[src/rtl/carry_select_seq_adder.sv]
// Wide unsigned adder built from a single carry_select_cell reused once per chunk, LSB chunk first.
// Valid/ready handshakes on both the operand and the result sides.

module carry_select_cell #(
  parameter int WIDTH = 8
) (
  input  logic [WIDTH-1:0] a,
  input  logic [WIDTH-1:0] b,
  input  logic             cin,
  output logic [WIDTH-1:0] sum,
  output logic             cout
);
  logic [WIDTH:0] r0;
  logic [WIDTH:0] r1;

  // Both carry-in outcomes are computed up front; cin only drives the final mux.
  assign r0          = {1'b0, a} + {1'b0, b};
  assign r1          = r0 + {{WIDTH{1'b0}}, 1'b1};
  assign {cout, sum} = cin ? r1 : r0;
endmodule

module carry_select_seq_adder #(
  parameter int WIDTH  = 8,
  parameter int CHUNKS = 4
) (
  input  logic                    clk,
  input  logic                    rst,
  input  logic                    in_valid,
  output logic                    in_ready,
  input  logic [WIDTH*CHUNKS-1:0] a,
  input  logic [WIDTH*CHUNKS-1:0] b,
  input  logic                    carry_in,
  output logic                    out_valid,
  input  logic                    out_ready,
  output logic [WIDTH*CHUNKS-1:0] sum,
  output logic                    carry_out,
  output logic                    busy
);
  localparam int N     = WIDTH * CHUNKS;
  localparam int IDX_W = (CHUNKS > 1) ? $clog2(CHUNKS) : 1;
  localparam logic [IDX_W-1:0] LAST_IDX = IDX_W'(CHUNKS - 1);

  typedef enum logic [1:0] {
    IDLE,
    RUN,
    DONE
  } state_t;

  state_t           state;
  state_t           state_next;
  logic [N-1:0]     a_q;
  logic [N-1:0]     b_q;
  logic [N-1:0]     sum_q;
  logic             carry_q;
  logic             carry_out_q;
  logic [IDX_W-1:0] idx;
  logic [WIDTH-1:0] cell_a;
  logic [WIDTH-1:0] cell_b;
  logic [WIDTH-1:0] cell_sum;
  logic             cell_cout;
  logic             accept;
  logic             last;

  assign cell_a = a_q[idx*WIDTH +: WIDTH];
  assign cell_b = b_q[idx*WIDTH +: WIDTH];
  assign accept = in_valid && (state == IDLE);
  assign last   = (idx == LAST_IDX);

  carry_select_cell #(
    .WIDTH(WIDTH)
  ) u_cell (
    .a   (cell_a),
    .b   (cell_b),
    .cin (carry_q),
    .sum (cell_sum),
    .cout(cell_cout)
  );

  always_ff @(posedge clk) begin
    if (rst) state <= IDLE;
    else     state <= state_next;
  end

  always_comb begin
    state_next = state;
    case (state)
      IDLE:    if (accept) state_next = RUN;
      RUN:     if (last) state_next = DONE;
      DONE:    if (out_ready) state_next = IDLE;
      default: state_next = IDLE;
    endcase
  end

  always_ff @(posedge clk) begin
    if (rst) begin
      a_q         <= '0;
      b_q         <= '0;
      sum_q       <= '0;
      carry_q     <= 1'b0;
      carry_out_q <= 1'b0;
      idx         <= '0;
    end else begin
      case (state)
        IDLE: begin
          if (accept) begin
            a_q     <= a;
            b_q     <= b;
            carry_q <= carry_in;
            idx     <= '0;
          end
        end
        RUN: begin
          sum_q[idx*WIDTH +: WIDTH] <= cell_sum;
          carry_q                   <= cell_cout;
          if (last) begin
            carry_out_q <= cell_cout;
            idx         <= '0;
          end else begin
            idx <= idx + 1'b1;
          end
        end
        default: ;
      endcase
    end
  end

  assign in_ready  = (state == IDLE);
  assign out_valid = (state == DONE);
  assign busy      = (state != IDLE);
  assign sum       = sum_q;
  assign carry_out = carry_out_q;
endmodule

[config.mk]
export PLATFORM = sky130hd
export DESIGN_NAME = carry_select_seq_adder
export DESIGN_NICKNAME = d
export VERILOG_FILES = /design/src/rtl/carry_select_seq_adder.sv
export SDC_FILE = /design/constraint.sdc
export NUM_CORES = 1
export LEC_CHECK = 0
export ABC_CLOCK_PERIOD_IN_PS = 4700
export CAP_MARGIN = 15
export CORE_MARGIN = 8
export CORE_UTILIZATION = 40
export CTS_BUF_LIST = sky130_fd_sc_hd__clkbuf_8 sky130_fd_sc_hd__clkbuf_16
export CTS_CLUSTER_DIAMETER = 80
export CTS_CLUSTER_SIZE = 28
export DETAILED_ROUTE_END_ITERATION = 6
export HOLD_SLACK_MARGIN = 0.1
export PLACE_DENSITY = 0.66
export SLEW_MARGIN = 40
export SYNTH_ARGS = -nofsm -noshare
export SYNTH_HDL_FRONTEND = slang
export SYNTH_SLANG_ARGS = --single-unit
[constraint.sdc]
create_clock -name clk -period 4.7 [get_ports clk]
set_input_delay 0.94 -clock clk [delete_from_list [all_inputs] [get_ports clk]]
set_output_delay 0.94 -clock clk [all_outputs]
set_load 0.01 [all_outputs]
==> results.md <==
* Minimum clock period at 3.424 ns
* Hold buffer count at cts at 0
* Clock network fraction of design power at 38.0%
* Worst-margin pin slew at 0.7395 ns
* R2R depth at 11
* Critical Path RT at around 4.9 ns
* Largest net degree at the start of global routing at around 110
* DR vias/cell at 5.086
* Ys flop type: dfxtp_1
* CTS sink cnt at 102
* Number of global-route vias before repair at 3907
* DR WL/cell at 15.56 um
* Clock Tree Buf Depth at 2
* Commonest non-fill, non-tap cells in the layout: nand2_1 (136), clkdlybuf4s50_1 (103), dfxtp_1 (101)
* Via Count at 3779
* Fraction of layout cells with a size suffix above 1 at 8.667%
* CTS tree: done
* Internal power at between 1000 and 1500 uW
* Critical R2R Launch: idx[0]$_SDFFE_PP0P_
* Crit start category: register
* #FFs+latches synth at roughly 100
* H-tree depth at 3
* Layout Nets at 680
* Tot GR Track Use at 15.56%
* Setup violators final at 0
* Final ANT Viol Nets at 0
* P&R area growth vs syn at 31.58%
* Initial DRC Count at about 190
* Hold Path Class: reg2reg
* Die width at 122.5 um
* Cell Area, Synth at 4541 um2
* Placement Setup Slack at 0.9450 ns
* Clock-pin slew on the worst setup and hold paths at around 0.070 ns
* Routed Wire Length at 11.56 mm
* CTS Buf Count at 9
* Fin crit share at roughly 73%
* DR pass1 iterations at 4
* Area leader, netlist: dfxtp_1
* Synth unique cells at 44
* Crit path launch: idx[0]$_SDFFE_PP0P_
* Yosys warnings at 0
* Fmax achieved at 0.2921 GHz
* IO Port Bufs at around 100
* Normalized max-slew margin at between 50% and 60%
* Initial antenna violation count at 0
* Worst Path Max Fanout at 14
* Post-synth ARST share at 0%
* EDFF count, synth at 0
* First-pass GRT wire length at roughly 19 mm
* Rows at 39
* Max-slew violations at 0
* Syn Area/Cell at slightly below 9 um2
* I/O pin cnt at 105
* IR drop worst, VDD at about 0.17 mV
* DIE AREA at around 15000 um2
* WS Path Type: reg2reg
* Top cells by area, synth: dfxtp_1 (45%), nand2_1 (11%), mux4_2 (7.9%)
* Max cap viols at 0
* Worst hold start: b_q[25]$_SDFFE_PP0P_
* Total grt overflow at 0
* Syn nets at ~590
* Post-synthesis cell count at about 510
* Setup Total Neg Slack at 0 ns
* Share of power burned in registers at 47.3%
* Clock latency on the worst-skew pair at 0.34 ns
* Final GP Congestion at 0.8518
* Dpl hpwl at 8.660 mm
* Critical Path Sink Type: register
* Register area share after synthesis at 44.97%
* Root Driver: clkbuf_16
* Initial Util at 40.28%
* P_sw at between 500 and 600 uW
* Die height at 122.5 um
* Crit path setup slack, layout at 1.276 ns
* PostCTS Resize Cnt at 0
* Post-synth top area share at between 40% and 50%
* Most common cell after layout, fill and taps aside: nand2_1
* Fin Clk Skew at 0.01309 ns
* Ant diodes at 0
* Cell Pwr Density at roughly 330 nW/um2
* Hold Path Depth at 2
* DRC at 0
* Hold Vio Cnt, Final at 0
* Worst Path Arrival at 3.64 ns
* Gate power share at 14.7%
* RSZ-0062 raised after global routing: no
* Core Region at 11270 um2
* Pleak at around 0.0022 uW
* Setup Fix Bufs, Post-CTS at 0
* Status: finished, final reports clean
* Sw Share at roughly 26%
-- flip-flops by register name, indices dropped and copies added, names as in the netlist --
register / count
sum: 32
idx: 2
a_q: 32
carry_out: 1
carry_q: 1
b_q: 32
state: 2
-- worst max-delay path, cell delays in order, from the launching register on --
cell     delay [ns]
dfxtp_2        0.62
buf_4          0.31
mux4_2         0.24
ha_1           0.19
inv_1          0.06
fa_1           0.44
xor2_1         0.23
nor3_1         0.32
nand3_1        0.18
nor3b_2        0.20
xor2_1         0.37
o21ai_1        0.13
-- path summary, 6_finish.rpt --
| check | slack (ns) | to |
|---|---|---|
| setup / recovery | 1.28 | sum[7]$_SDFFE_PP0P_ |
| setup reg to reg | 1.28 | sum[7]$_SDFFE_PP0P_ |
| hold / removal | 0.45 | b_q[25]$_SDFFE_PP0P_ |
| hold reg to reg | 0.45 | b_q[25]$_SDFFE_PP0P_ |
-- logic make-up (layout without fill, tap and decap cells) --
group	after synthesis	count (layout)	share of synthesized area [%]
muxes	17	17	8.157
xor gates and xnor gates	15	15	3.389
and+or+nand+nor	200	200	19.95
adders and majority gates	16	16	4.574
AOI/OAI and AO/OA	117	117	15.49
buffers and inverters	41	133	3.472
DFF	102	102	44.97
-- synthesized netlist by cell type, types with 2 or more instances --
library cell  instances
mux4_2               16
nand2_1             137
a21oi_1              68
xor2_1                8
a22oi_1              30
nor4b_4               3
nand3b_1              5
o21bai_1              2
nor3_1                3
inv_1                10
xnor2_1               4
clkbuf_1             27
o21ai_0               4
buf_2                 3
xnor2_2               2
nor2b_1               2
dfxtp_1             102
nor2_1               34
o21ai_1               4
nand2b_1              6
ha_1                 15
-- stage by stage --
step                      power (uW)  hold slack (ns)  cells  utilization, %  instance area [um2]
final                           1956           0.4534    743           53.00                 5974
after global routing            2037           0.4685    743           53.00                 5974
after CTS                       1971           0.4555    743           52.99                 5973
after detailed placement        1233           0.4463    727           50.34                 5674
after global placement          1225           0.4401    727           50.25                 5664
after floorplan                 1114           0.4331    508               -                 4541
-- cell type report --
class                      instances  area (um2)
fill                            1052        5298
inverter                          10       37.54
clock inverter                     7       73.82
clock buffer                       9       225.2
timing repair buffer             107        1065
sequential                       102        2043
multi-input combinational        365        2351
tap                              143       178.9
-- routing by layer --
| metal | share of wire [%] | wire, um | GRT usage [%] |
|---|---|---|---|
| met5 | 0 | 0 | 0 |
| met4 | 1.2 | 133 | 5.179 |
| met3 | 5.7 | 658 | 3.680 |
| met2 | 50 | 5836 | 27.74 |
| met1 | 43 | 4929 | 17.94 |
-- power by group through the flow --
stage          combinational [uW]  sequential [uW]  clock [uW]
2_1_floorplan                 177              937           0
3_3_place_gp                  282              943           0
3_5_place_dp                  289              944           0
4_1_cts                       290              925         756
5_1_grt                       316              930         792
6_report                      287              925         744
Power figures use the tool's default switching activity.
